$ cat config.mk
export PLATFORM = sky130hd
export DESIGN_NAME = audio_gain_stage_flat
export DESIGN_NICKNAME = d
export VERILOG_FILES = /design/src/rtl/audio_pkg.sv /design/src/rtl/audio_gain_stage_if.sv /design/src/rtl/sat_shift.sv /design/src/rtl/audio_gain_stage.sv /design/src/flat_wrapper.sv
export SDC_FILE = /design/constraint.sdc
export NUM_CORES = 1
export LEC_CHECK = 0
export ABC_CLOCK_PERIOD_IN_PS = 8600
export BUFFER_PORTS_ARGS = -buffer_cell sky130_fd_sc_hd__buf_2
export CAP_MARGIN = 5
export CORE_MARGIN = 3
export CORE_UTILIZATION = 30
export DETAILED_ROUTE_END_ITERATION = 16
export GPL_ROUTABILITY_DRIVEN = 0
export SYNTH_ARGS = -nofsm -noshare
export SYNTH_HDL_FRONTEND = slang
export SYNTH_SLANG_ARGS = --single-unit
$ cat constraint.sdc
create_clock -name clk -period 8.6 [get_ports clk]
set_clock_uncertainty 0.1 [all_clocks]
set_input_delay 0.86 -clock clk [delete_from_list [all_inputs] [get_ports clk]]
set_output_delay 0.86 -clock clk [all_outputs]
set_load 0.005 [all_outputs]
$ cat src/rtl/audio_pkg.sv
// Shared definitions for the stereo output gain stage: widths, gain format
// and the sequencer state encoding.
package audio_pkg;

  localparam int AUDIO_DW   = 16;
  localparam int GAIN_W     = 8;
  localparam int GAIN_UNITY = 128;
  localparam int GAIN_FRAC  = 7;

  typedef enum logic [1:0] {
    ST_IDLE  = 2'd0,
    ST_MUL_L = 2'd1,
    ST_MUL_R = 2'd2,
    ST_SAT   = 2'd3
  } gain_state_e;

endpackage

$ cat src/rtl/audio_gain_stage_if.sv
// Sample stream bundle: strobed stereo input from fm_gen and the processed
// stereo output with its load pulse towards the I2S serializer.
interface audio_gain_stage_if
  import audio_pkg::*;
#(
  parameter int DW = AUDIO_DW
) ();

  logic                 ena_in;
  logic signed [DW-1:0] l_in;
  logic signed [DW-1:0] r_in;
  logic signed [DW-1:0] l_out;
  logic signed [DW-1:0] r_out;
  logic                 valid_out;

  modport master (
    output ena_in,
    output l_in,
    output r_in,
    input  l_out,
    input  r_out,
    input  valid_out
  );

  modport slave (
    input  ena_in,
    input  l_in,
    input  r_in,
    output l_out,
    output r_out,
    output valid_out
  );

endinterface

$ cat src/rtl/sat_shift.sv
// Converts a Q1.7-scaled product back to sample scale (arithmetic shift,
// rounding toward minus infinity) and clamps it into the signed DW range.
module sat_shift
  import audio_pkg::*;
#(
  parameter int DW = AUDIO_DW,
  parameter int PW = AUDIO_DW + GAIN_W + 1
) (
  input  logic signed [PW-1:0] p,
  output logic signed [DW-1:0] y,
  output logic                 clip
);

  logic signed [PW-1:0] shifted;
  logic        [PW-DW:0] upper;

  assign shifted = p >>> GAIN_FRAC;
  assign upper   = shifted[PW-1:DW-1];

  // The value fits only when every bit from the DW sign position upward agrees.
  assign clip = !((&upper) || !(|upper));

  always_comb begin
    y = shifted[DW-1:0];
    if (clip) begin
      y = shifted[PW-1] ? {1'b1, {(DW-1){1'b0}}} : {1'b0, {(DW-1){1'b1}}};
    end
  end

endmodule

$ cat src/rtl/audio_gain_stage.sv
// Stereo output gain/mute stage: ramped per-channel gain, one shared
// multiplier used for L then R, saturating outputs and sticky status flags.
module audio_gain_stage
  import audio_pkg::*;
#(
  parameter int DW        = AUDIO_DW,
  parameter int GW        = GAIN_W,
  parameter int RAMP_STEP = 1
) (
  input  logic              clk,
  input  logic              reset,
  audio_gain_stage_if.slave aud,
  input  logic [GW-1:0]     gain_l,
  input  logic [GW-1:0]     gain_r,
  input  logic              mute,
  input  logic              clip_clr,
  output logic              busy,
  output logic              clip_l,
  output logic              clip_r,
  output logic              overrun
);

  localparam int            PW   = DW + GW + 1;
  localparam logic [GW-1:0] STEP = GW'(RAMP_STEP);

  // Move the current gain toward its target by at most STEP, never past it.
  function automatic logic [GW-1:0] ramp_toward(input logic [GW-1:0] cur,
                                                input logic [GW-1:0] tgt);
    logic [GW-1:0] nxt;
    nxt = tgt;
    if (cur < tgt) begin
      if ((tgt - cur) > STEP) nxt = cur + STEP;
    end else if ((cur - tgt) > STEP) begin
      nxt = cur - STEP;
    end
    return nxt;
  endfunction

  gain_state_e state_q, state_d;

  logic signed [DW-1:0] l_in_q, l_in_d;
  logic signed [DW-1:0] r_in_q, r_in_d;
  logic signed [DW-1:0] l_out_q, l_out_d;
  logic signed [DW-1:0] r_out_q, r_out_d;
  logic        [GW-1:0] cg_l_q, cg_l_d;
  logic        [GW-1:0] cg_r_q, cg_r_d;
  logic signed [PW-1:0] p_l_q, p_l_d;
  logic signed [PW-1:0] p_r_q, p_r_d;
  logic                 valid_q, valid_d;
  logic                 clip_l_q, clip_l_d;
  logic                 clip_r_q, clip_r_d;
  logic                 overrun_q, overrun_d;

  logic        [GW-1:0] tgt_l, tgt_r;
  logic signed [DW-1:0] mul_a;
  logic signed [GW:0]   mul_b;
  logic signed [PW-1:0] mul_p;
  logic signed [DW-1:0] sat_l_y, sat_r_y;
  logic                 sat_l_clip, sat_r_clip;

  assign tgt_l = mute ? '0 : gain_l;
  assign tgt_r = mute ? '0 : gain_r;

  // One multiplier serves both channels; the gain is zero-extended so it stays positive.
  always_comb begin
    mul_a = l_in_q;
    mul_b = $signed({1'b0, cg_l_q});
    if (state_q == ST_MUL_R) begin
      mul_a = r_in_q;
      mul_b = $signed({1'b0, cg_r_q});
    end
  end

  assign mul_p = $signed({{(GW+1){mul_a[DW-1]}}, mul_a} * {{(DW-1){mul_b[GW]}}, mul_b});

  sat_shift #(.DW(DW), .PW(PW)) u_sat_l (
    .p    (p_l_q),
    .y    (sat_l_y),
    .clip (sat_l_clip)
  );

  sat_shift #(.DW(DW), .PW(PW)) u_sat_r (
    .p    (p_r_q),
    .y    (sat_r_y),
    .clip (sat_r_clip)
  );

  always_comb begin
    state_d   = state_q;
    l_in_d    = l_in_q;
    r_in_d    = r_in_q;
    cg_l_d    = cg_l_q;
    cg_r_d    = cg_r_q;
    p_l_d     = p_l_q;
    p_r_d     = p_r_q;
    l_out_d   = l_out_q;
    r_out_d   = r_out_q;
    valid_d   = 1'b0;
    clip_l_d  = clip_l_q & ~clip_clr;
    clip_r_d  = clip_r_q & ~clip_clr;
    overrun_d = overrun_q & ~clip_clr;

    case (state_q)
      ST_IDLE: begin
        if (aud.ena_in) begin
          l_in_d  = aud.l_in;
          r_in_d  = aud.r_in;
          cg_l_d  = ramp_toward(cg_l_q, tgt_l);
          cg_r_d  = ramp_toward(cg_r_q, tgt_r);
          state_d = ST_MUL_L;
        end
      end
      ST_MUL_L: begin
        p_l_d   = mul_p;
        state_d = ST_MUL_R;
      end
      ST_MUL_R: begin
        p_r_d   = mul_p;
        state_d = ST_SAT;
      end
      ST_SAT: begin
        l_out_d = sat_l_y;
        r_out_d = sat_r_y;
        valid_d = 1'b1;
        if (sat_l_clip) clip_l_d = 1'b1;
        if (sat_r_clip) clip_r_d = 1'b1;
        state_d = ST_IDLE;
      end
      default: state_d = ST_IDLE;
    endcase

    // A strobe landing mid-sample is dropped; the set takes priority over clip_clr.
    if (aud.ena_in && (state_q != ST_IDLE)) overrun_d = 1'b1;
  end

  always_ff @(posedge clk) begin
    if (reset) begin
      state_q   <= ST_IDLE;
      l_in_q    <= '0;
      r_in_q    <= '0;
      cg_l_q    <= '0;
      cg_r_q    <= '0;
      p_l_q     <= '0;
      p_r_q     <= '0;
      l_out_q   <= '0;
      r_out_q   <= '0;
      valid_q   <= 1'b0;
      clip_l_q  <= 1'b0;
      clip_r_q  <= 1'b0;
      overrun_q <= 1'b0;
    end else begin
      state_q   <= state_d;
      l_in_q    <= l_in_d;
      r_in_q    <= r_in_d;
      cg_l_q    <= cg_l_d;
      cg_r_q    <= cg_r_d;
      p_l_q     <= p_l_d;
      p_r_q     <= p_r_d;
      l_out_q   <= l_out_d;
      r_out_q   <= r_out_d;
      valid_q   <= valid_d;
      clip_l_q  <= clip_l_d;
      clip_r_q  <= clip_r_d;
      overrun_q <= overrun_d;
    end
  end

  assign aud.l_out     = l_out_q;
  assign aud.r_out     = r_out_q;
  assign aud.valid_out = valid_q;
  assign busy          = (state_q != ST_IDLE);
  assign clip_l        = clip_l_q;
  assign clip_r        = clip_r_q;
  assign overrun       = overrun_q;

endmodule

$ cat src/flat_wrapper.sv
// flat-port wrapper written by rule: the top's interface ports become plain ports
module audio_gain_stage_flat import audio_pkg::*;
#(
  parameter int DW        = AUDIO_DW,
  parameter int GW        = GAIN_W,
  parameter int RAMP_STEP = 1
)
  (clk, reset, gain_l, gain_r, mute, clip_clr, busy, clip_l, clip_r, overrun, aud_ena_in, aud_l_in, aud_r_in, aud_l_out, aud_r_out, aud_valid_out);
  audio_gain_stage_if #(.DW(DW)) aud_i ();
  input  logic clk;
  input  logic reset;
  input  logic [GW-1:0] gain_l;
  input  logic [GW-1:0] gain_r;
  input  logic mute;
  input  logic clip_clr;
  output logic busy;
  output logic clip_l;
  output logic clip_r;
  output logic overrun;
  input wire logic [$bits(aud_i.ena_in)-1:0] aud_ena_in;
  input wire logic [$bits(aud_i.l_in)-1:0] aud_l_in;
  input wire logic [$bits(aud_i.r_in)-1:0] aud_r_in;
  output wire logic [$bits(aud_i.l_out)-1:0] aud_l_out;
  output wire logic [$bits(aud_i.r_out)-1:0] aud_r_out;
  output wire logic [$bits(aud_i.valid_out)-1:0] aud_valid_out;
  assign aud_i.ena_in = aud_ena_in;
  assign aud_i.l_in = aud_l_in;
  assign aud_i.r_in = aud_r_in;
  assign aud_l_out = aud_i.l_out;
  assign aud_r_out = aud_i.r_out;
  assign aud_valid_out = aud_i.valid_out;
  audio_gain_stage #(.DW(DW), .GW(GW), .RAMP_STEP(RAMP_STEP)) u_core (.clk(clk), .reset(reset), .aud(aud_i), .gain_l(gain_l), .gain_r(gain_r), .mute(mute), .clip_clr(clip_clr), .busy(busy), .clip_l(clip_l), .clip_r(clip_r), .overrun(overrun));
endmodule
==> run summary, run 1 <==
The run finished with clean final reports. The cell row count is 71, and the number of buffers and inverters on the critical path is 4. The Yosys step of the flow raised 0 warnings. The tools report the number of max-slew violations in the final report as 0.

For the number of global-route vias before repair, the log shows 9538. Counting every net in the synthesized netlist gives 1649. The overall power was 0.00356 W; the share of power burned in combinational logic was 56.8%. 0 antenna diodes ended up in the layout.

Kind of cell with the highest combined delay on the critical path: adder cells. The path category of the worst min-delay check is flip-flop to flip-flop. The critical path goes through inv_1 > ha_2 > nand2_1 > o21ai_1 > nand2_1 > fa_1 > inv_1 > fa_1 > fa_1 > inv_1 > fa_1 > inv_1 > ha_1 > nand4_1 > or4b_2 > a21oi_1 > a21o_1 > a221o_1 > a31oi_1 > xnor2_1 > a211oi_1.

The logs give 485 for the number of DRC violations after detailed-routing iteration 0 and 0.43 ns for the latest clock arrival within the worst-skew pair. Leaving out fill and tap cells, the most frequent cells in the layout are 189 x inv_1, 186 x nand2_1, 148 x nor2_1, 122 x dfxtp_1, 105 x fa_1. The core region is 37700 um2. The die is 202 um tall. The run gives 5 as the total iterations of the first detailed-routing run. The worst-case IR drop observed on VDD is 0.171 mV. The HPWL after detailed placement is 24000 um. The buffer levels on the longest clock path came out at 2.

The run gives 122 as the total clock sinks. The capture endpoint of the worst hold path is u_core.l_in_q[13]. Ratio of cells with drive above 1 in the final layout: 11.4%. The logs give 0 for the number of hold buffers added after cts and 0.00188 W for the design internal power. The switching power is 0.00169 W, and the accumulated negative setup slack is 0 ns. From synthesis to final layout, the design area changed by 12.7%. The per-cell routed wire length is 15.5 um.

The number of hold-slack violations in the final timing report was 0; the cell area after synthesis was 11500 um2. The number of cells traversed by the worst hold path is 2, and the tightest slew margin relative to the limit is 16.8%. The average via count per standard cell is 4.81, and the total of fill cells in the finished design is 4016.

The clock-pin slew on the worst setup and hold paths was 0.06 ns. The worst setup path is of the flip-flop to flip-flop kind. The count of port buffers added during placement is 89.

The routed layout has 9539 vias. Summed over all layers, the routed wires come to 30800 um. Number of enable flip-flop cells after synthesis: 0.

Across the whole layout, storage elements account for 2440 um2. At the pin with the least slew margin, the transition time is 1.21 ns. For this run, design rule violations remaining after detail routing come to 0. Dividing the synthesized area by the synthesized cell count gives 8.16 um2. Synthesis instantiated 75 different standard cells from the library. Of the synthesized area, sequential elements account for 21.3%. For this design the ratio of total power to cell area is 276 nW/um2. In this run, synthesis produced a sequential element count of 122. The root buffer cell chosen for the clock tree is clkbuf_16. In the final layout, the multi-input gates occupy 8030 um2. For the largest net degree at the start of global routing, the log shows 81. For this configuration, the core starts out at a cell density of 30.5%. Largest fanout on the critical path: 34. After clock tree synthesis, the setup repair step added 0 buffers.

The number of antenna violations at the first check in global routing is 0, and the global-route wire length before repair is 50300 um. The final critical-path share of the clock period was 79.6%; the critical path required time was 8.83 ns. Global routing finished with a remaining overflow of 0.

The number of placed I/O pins came out at 90. For the upper clock frequency limit, the log shows 146 MHz. The length in cells of the worst reg-to-reg path is 21. The tools report the gate count of the mapped netlist as 1406. The slowest stage cell on the critical path was ha_2.

The share of synthesized registers carrying an async set or reset works out to 0%. Summed over all cells, the static leakage comes to 5.96 nW. The worst register-to-register path begins at u_core.state_q[0]. Clock tree synthesis inserted a total of 17 buffers. Of the total power, the clock network draws 20.8%. Reg-to-reg critical path endpoint: u_core.p_r_q[24].

TritonCTS built the clock tree. For the worst setup path, the data arrival time is 7.08 ns. Post-CTS repair changed the size of 0 cells.

The logs give 4 for the CTS H-tree depth and 0 for the total setup violations reported at the end of the flow. The horizontal die dimension came out at 202 um. For this run, the slowest stage of the critical path takes 0.82 ns. Leaving out fill and tap cells, the most frequent cell in the layout is inv_1.

The critical hold path startpoint is u_core.l_in_q[13]. For this run, the total global-route usage over all layers was measured as 15.3%. The final net count was 1702; the post-route minimum period was 6.85 ns.

STA classifies the critical path startpoint as a flip-flop. The switching fraction of total power is 47.3%. For the number of nets still failing antenna checks after routing, the log shows 0. In this run, flip-flops and latches consume 22.5% of the power.

STA classifies the critical path endpoint as a flip-flop. The flip-flop cell with the highest count after synthesis was dfxtp_1. Setup repair after global routing left no endpoint under its margin. Across all register-to-register paths, the minimum setup slack is 1.75 ns. The area of the die is 40600 um2.

The run gives 0 as the number of maximum-capacitance violations.
[worst max path at each step]
stage / start / to / slack [ns] / cells after the start
3_5_place_dp: u_core.state_q[0] / u_core.p_l_q[24] / 1.78 / 21
5_1_grt: u_core.state_q[0] / u_core.p_r_q[24] / 1.27 / 21
3_3_place_gp: u_core.state_q[0] / u_core.p_l_q[24] / 1.97 / 21
6_report: u_core.state_q[0] / u_core.p_r_q[24] / 1.75 / 21
2_1_floorplan: u_core.state_q[0] / u_core.p_l_q[24] / 2.33 / 22
4_1_cts: u_core.state_q[0] / u_core.p_r_q[24] / 1.74 / 21
[tightest hold or removal path, delay by kind of cell, from the launching register on]
kind,cells,cell delay [ns]
AO/OA/AOI/OAI,1,0.05
flip-flops,1,0.31
AND/OR/NAND/NOR,1,0.05
[power by group through the flow]
stage | sequential, W | clock [W] | combinational, W
after CTS | 0.000799 | 0.000756 | 0.00203
after global placement | 0.000810 | 0 | 0.00198
final | 0.000800 | 0.000740 | 0.00202
after floorplan | 0.000754 | 0 | 0.00157
after detailed placement | 0.000811 | 0 | 0.00201
after global routing | 0.000818 | 0.000780 | 0.00227
[synthesized netlist by cell type, types with 5 or more instances]
cell,instances,area share [%]
a211oi_1,14,0.92
a21o_1,19,1.2
a21oi_1,90,3.9
a31oi_1,10,0.55
and3_1,6,0.33
buf_6,5,0.49
clkbuf_1,47,1.5
dfxtp_1,122,21
fa_1,105,18
ha_1,85,9.3
inv_1,189,6.2
mux2_2,17,1.7
mux2i_1,63,5.5
nand2_1,186,6.1
nand2b_1,23,1.3
nand3_1,25,1.1
nor2_1,148,4.8
nor2b_1,12,0.65
nor3_1,31,1.4
o21a_1,10,0.65
o21ai_0,42,1.8
o21ai_1,5,0.22
or2_2,5,0.27
or3_1,8,0.44
xnor2_1,30,2.3
xor2_1,15,1.1
[layer usage]
metal  wire length [um]  part of all wire [%]  track usage, %
met2              15000                    49            26.1
met3               1270                   4.1            2.64
met1              14200                    46            20.3
met5                  0                     0               0
met4                379                   1.2            3.31
[state kept, by name, summed over array words and instances (netlist names)]
| register | count |
|---|---|
| u_core.clip_r | 1 |
| u_core.aud.l_out | 16 |
| u_core.p_r_q | 18 |
| u_core.cg_l_q | 8 |
| u_core.state_q | 2 |
| u_core.aud.valid_out | 1 |
| u_core.p_l_q | 18 |
| u_core.overrun | 1 |
| u_core.r_in_q | 16 |
| u_core.clip_l | 1 |
| u_core.l_in_q | 16 |
| u_core.aud.r_out | 16 |
| u_core.cg_r_q | 8 |
[cell families after synthesis]
logic type      count (synthesis)  synth area share [%]
mux                            81                  7.29
xor+xnor                       45                  3.43
fa+ha+maj                     190                  27.6
compound gates                240                  13.3
buf+inv                       255                  8.82
simple gates                  473                  18.3
flops                         122                  21.3
[metrics by stage]
stage	utilization [%]	std cells	setup slack, ns	instance area [um2]	hold WS, ns
after floorplan	-	1406	2.33	11500	0.333
after global placement	32.8	1951	1.97	12300	0.352
after detailed placement	32.8	1951	1.78	12300	0.350
after CTS	34.3	1983	1.74	12900	0.358
after global routing	34.3	1983	1.27	12900	0.387
final	34.3	1983	1.75	12900	0.359
[layout make-up]
type	count	share of cell area, %
well taps	511	4.94
repair buffers	98	3.99
flip-flops and latches	122	18.9
clock inverters	14	1.25
inverters	191	5.54
clock buffers	18	3.32
multi-input cells	1029	62.1
(Power assumes the default switching activity.)
==> run 2, diff against run 1 <==
--- a/config.mk
+++ b/config.mk
@@ -5,7 +5,7 @@
 export SDC_FILE = /design/constraint.sdc
 export NUM_CORES = 1
 export LEC_CHECK = 0
-export ABC_CLOCK_PERIOD_IN_PS = 8600
+export ABC_CLOCK_PERIOD_IN_PS = 5500
 export BUFFER_PORTS_ARGS = -buffer_cell sky130_fd_sc_hd__buf_2
 export CAP_MARGIN = 5
 export CORE_MARGIN = 3
==> constraint.sdc (replaced) <==
create_clock -name clk -period 5.5 [get_ports clk]
set_clock_uncertainty 0.1 [all_clocks]
set_input_delay 0.55 -clock clk [delete_from_list [all_inputs] [get_ports clk]]
set_output_delay 0.55 -clock clk [all_outputs]
set_load 0.005 [all_outputs]
==> run 2 against run 1 <==
The run now ends with negative setup slack left; critical endpoint is now u_core.p_l_q[24]; non-clock buffer count is 130 higher; global-route usage grew 1.1 points; sequential cell count unchanged; die area is the same; maximum frequency grew 19%.
==> run summary, run 2 (synthesized netlist as in run 1, its figures left out) <==
Biggest cell delay along the critical path: 0.56 ns (was 0.82 ns). The leakage power of the design came out at 6.76 nW (was 5.96 nW). The post-route minimum period was 5.73 ns (was 6.85 ns); the power per cell area was 441 nW/um2 (was 276 nW/um2). Worst-path cell chain: inv_4 > ha_4 > buf_12 > buf_12 > mux2i_4 > or2_2 > fa_1 > inv_1 > fa_1 > fa_1 > inv_1 > fa_1 > inv_1 > ha_4 > nand2_1 > nor2_1 > a221o_1 > a21o_1 > a221o_1 > a31oi_2 > xnor2_1 > a211oi_1 (was inv_1 > ha_2 > nand2_1 > o21ai_1 > nand2_1 > fa_1 > inv_1 > fa_1 > fa_1 > inv_1 > fa_1 > inv_1 > ha_1 > nand4_1 > or4b_2 > a21oi_1 > a21o_1 > a221o_1 > a31oi_1 > xnor2_1 > a211oi_1). The number of maximum-capacitance violations was 0 (unchanged). The run gives 0.00646 W (was 0.00356 W) as the overall power. The logs give 18.5% (was 22.5%) for the fraction of power consumed by sequential logic and -0.230 ns (was 1.75 ns) for the post-route worst setup slack. The flow ran to the end, but the final reports show violations.

The run gives 33000 um (was 30800 um) as the wire length reported by the detailed router. The tools report the buffer type at the clock tree root as clkbuf_16 (unchanged). The number of max-slew violations in the final report was 0 (unchanged); the count of port buffers added during placement was 89 (unchanged). The setup slack of the most critical reg-to-reg path is -0.23 ns (was 1.75 ns), and the average via count per standard cell is 4.80 (was 4.81). For the DRC violations left, the log shows 0 (unchanged).

The total of fill cells in the finished design was 3876 (was 4016); the ratio of cells with drive above 1 in the final layout was 23.5% (was 11.4%). Switching power: 0.00292 W (was 0.00169 W). The number of cells traversed by the worst hold path was 3 (was 2); the total placed cells including tap cells was 2064 (was 1951). The global router's overall resource usage was 16.3% (was 15.3%); the count of placed standard cells in the final layout, fillers left out was 2114 (was 1983). The total setup violations reported at the end of the flow is 12 (was 0), and the largest net degree at the start of global routing is 76 (was 81). The share of power burned in combinational logic was 63.5% (was 56.8%); the critical path data arrival time was 5.97 ns (was 7.08 ns). Number of hold-slack violations in the final timing report: 0 (unchanged). The classification of the worst setup path was flip-flop to flip-flop (unchanged).

The effective utilization at floorplan was 30.5% (unchanged). For the area of the die, the log shows 40600 um2 (unchanged). The run gives 18.0% (was 20.8%) as the proportion of power drawn by the clock network. Per-cell routed wire length: 15.6 um (was 15.5 um). The cell count along the critical path is 22 (was 21), and the cell row count is 71 (unchanged). The half-perimeter wire length after placement is 25300 um (was 24000 um). The clock-pin slew on the worst setup and hold paths works out to 0.07 ns (was 0.06 ns). The placeable core region was 37700 um2 (unchanged); the global-route wire length before repair was 54200 um (was 50300 um).

The tools report the startpoint type of the worst setup path as a flip-flop (unchanged). The kind of cell with the highest combined delay on the critical path is adder cells (unchanged). Setup repair after global routing could not meet its margin everywhere.

Floorplan die height: 202 um (unchanged). The number of global-route vias before repair was 10400 (was 9538). In this design, the critical path's most frequently occurring cell is fa_1. The tools report the total iterations of the first detailed-routing run as 5 (unchanged).

The number of antenna violations at the first check in global routing was 0 (unchanged); the design internal power was 0.00354 W (was 0.00188 W). Worst hold margin: 0.261 ns (was 0.359 ns). Largest registers: u_core.p_l_q: 18 flops, u_core.p_r_q: 18 flops (unchanged).

For the upper clock frequency limit, the log shows 175 MHz (was 146 MHz). The number of buffers and inverters on the critical path is 6 (was 4). The path category of the worst min-delay check is primary input to flip-flop (was flip-flop to flip-flop).

The slew at the pin with the worst max-slew slack is 1.23 ns (was 1.21 ns). The tools report the total clock sinks as 122 (unchanged). The number of DRC violations after detailed-routing iteration 0 came out at 509 (was 485).

Final critical-path share of the clock period: 104% (was 79.6%). The area of placed instances is 13400 um2 (was 12300 um2). Critical hold path startpoint: aud_r_in[2] (was u_core.l_in_q[13]).

The switching fraction of total power was 45.2% (was 47.3%); the number of vias in the routed layout was 10100 (was 9539). The checks that failed: negative setup slack. The length in cells of the worst reg-to-reg path works out to 22 (was 21). The horizontal die dimension is 202 um (unchanged), and the area growth from synthesis to layout is 27.7% (was 12.7%).

The tools report the design area as 14700 um2 (was 12900 um2). Reg-to-reg critical path endpoint: u_core.p_l_q[24] (was u_core.p_r_q[24]). The tools report the post-placement setup slack as -0.296 ns (was 1.78 ns). The logs give 0 (unchanged) for the number of nets still failing antenna checks after routing and 4 (unchanged) for the CTS H-tree depth. The logs give 17.6% (was 16.8%) for the tightest slew margin relative to the limit and 90 (unchanged) for the number of placed I/O pins. The largest fanout on the critical path works out to 7 (was 34). The capture endpoint of the worst hold path is u_core.r_in_q[2] (was u_core.l_in_q[13]). The logs give 1833 (was 1702) for the final net count and 2 (unchanged) for the buffer levels on the longest clock path.

TritonCTS built the clock tree. The tools report the maximum ir drop on the vdd rail as 0.252 mV (was 0.171 mV). The worst flop-to-flop path startpoint was u_core.state_q[0] (unchanged). Antenna diode instance count: 0 (unchanged). Top library cells by usage in the layout, fill and taps aside: 177 x inv_1, 177 x nand2_1, 147 x nor2_1, 125 x buf_4, 120 x dfxtp_1 (was 189 x inv_1, 186 x nand2_1, 148 x nor2_1, 122 x dfxtp_1, 105 x fa_1). Capturing element type of the critical path: a flip-flop (unchanged). The slowest stage cell on the critical path was fa_1 (was ha_2). The global route total overflow is 0 (unchanged). Number of buffers created by CTS: 17 (unchanged). The critical path required time came out at 5.74 ns (was 8.83 ns). The latest clock arrival within the worst-skew pair is 0.43 ns (about the same).
run 2: cell count changes in the layout (fill, tap and decap cells not counted), sizes merged:
cell	before	now
buf	98	227
bufbuf	0	1
clkbuf	18	17
clkinv	7	6
inv	195	197
o21ai	48	49
run 2: final cells by class:
type,count,area [um2],area share [%]
multi-input cells,1030,8610,58.8
flip-flops and latches,122,2440,16.7
repair buffers,228,1640,11.2
inverters,191,719,4.91
well taps,511,639,4.36
clock buffers,17,425,2.90
clock inverters,15,179,1.22
run 2: power by group through the flow:
stage          logic (W)  clock network, W  registers [W]
2_1_floorplan    0.00260                 0        0.00118
3_5_place_dp     0.00372                 0        0.00120
6_report         0.00410           0.00116        0.00120
4_1_cts          0.00398           0.00119        0.00119
5_1_grt          0.00454           0.00122        0.00122
3_3_place_gp     0.00367                 0        0.00120
run 2: worst max-delay path by stage:
stage | slack [ns] | to | start
after detailed placement | -0.30 | u_core.p_l_q[24] | u_core.state_q[1]
after floorplan | 0.004 | u_core.p_l_q[24] | u_core.state_q[0]
final | -0.23 | u_core.p_l_q[24] | u_core.state_q[0]
after global routing | -0.41 | u_core.p_r_q[24] | u_core.state_q[0]
after CTS | -0.18 | u_core.p_l_q[24] | u_core.state_q[0]
after global placement | -0.19 | u_core.p_r_q[22] | u_core.state_q[0]
run 2: per-stage QoR:
step | setup TNS [ns] | utilization (%)
floorplan | 0 | -
global placement | -1.73 | 35.6
detailed placement | -2.53 | 35.6
CTS | -1.26 | 38.3
global route | -6.27 | 38.9
finish | -1.65 | 38.9
run 2: timing repair:
item | 4_1_cts | 5_1_grt
gates cloned | 4 | 0
resized for setup | 47 | 40
buffers inserted | 10 | 7
pin swaps | 26 | 35
setup endpoints to repair | 28 | 32
hold buffers | 0 | 0
run 2: worst register-to-register path: stages (launching register included):
cell      delay [ns]
dfxtp_2         0.36
inv_4           0.06
ha_4            0.18
buf_12          0.13
buf_12          0.14
mux2i_4         0.20
or2_2           0.32
fa_1            0.56
inv_1           0.05
fa_1            0.50
fa_1            0.56
inv_1           0.06
fa_1            0.53
inv_1           0.07
ha_4            0.25
nand2_1         0.07
nor2_1          0.06
a221o_1         0.32
a21o_1          0.17
a221o_1         0.38
a31oi_2         0.23
xnor2_1         0.11
a211oi_1        0.24
run 2: layer usage:
metal  global-route usage (%)  vias to the layer above  wire (um)
li1                         -                     4968          -
met1                     22.5                     4883      15700
met2                     26.5                      252      15100
met3                     3.09                       46       1550
met4                     4.04                        0        560
met5                        0                        -          0
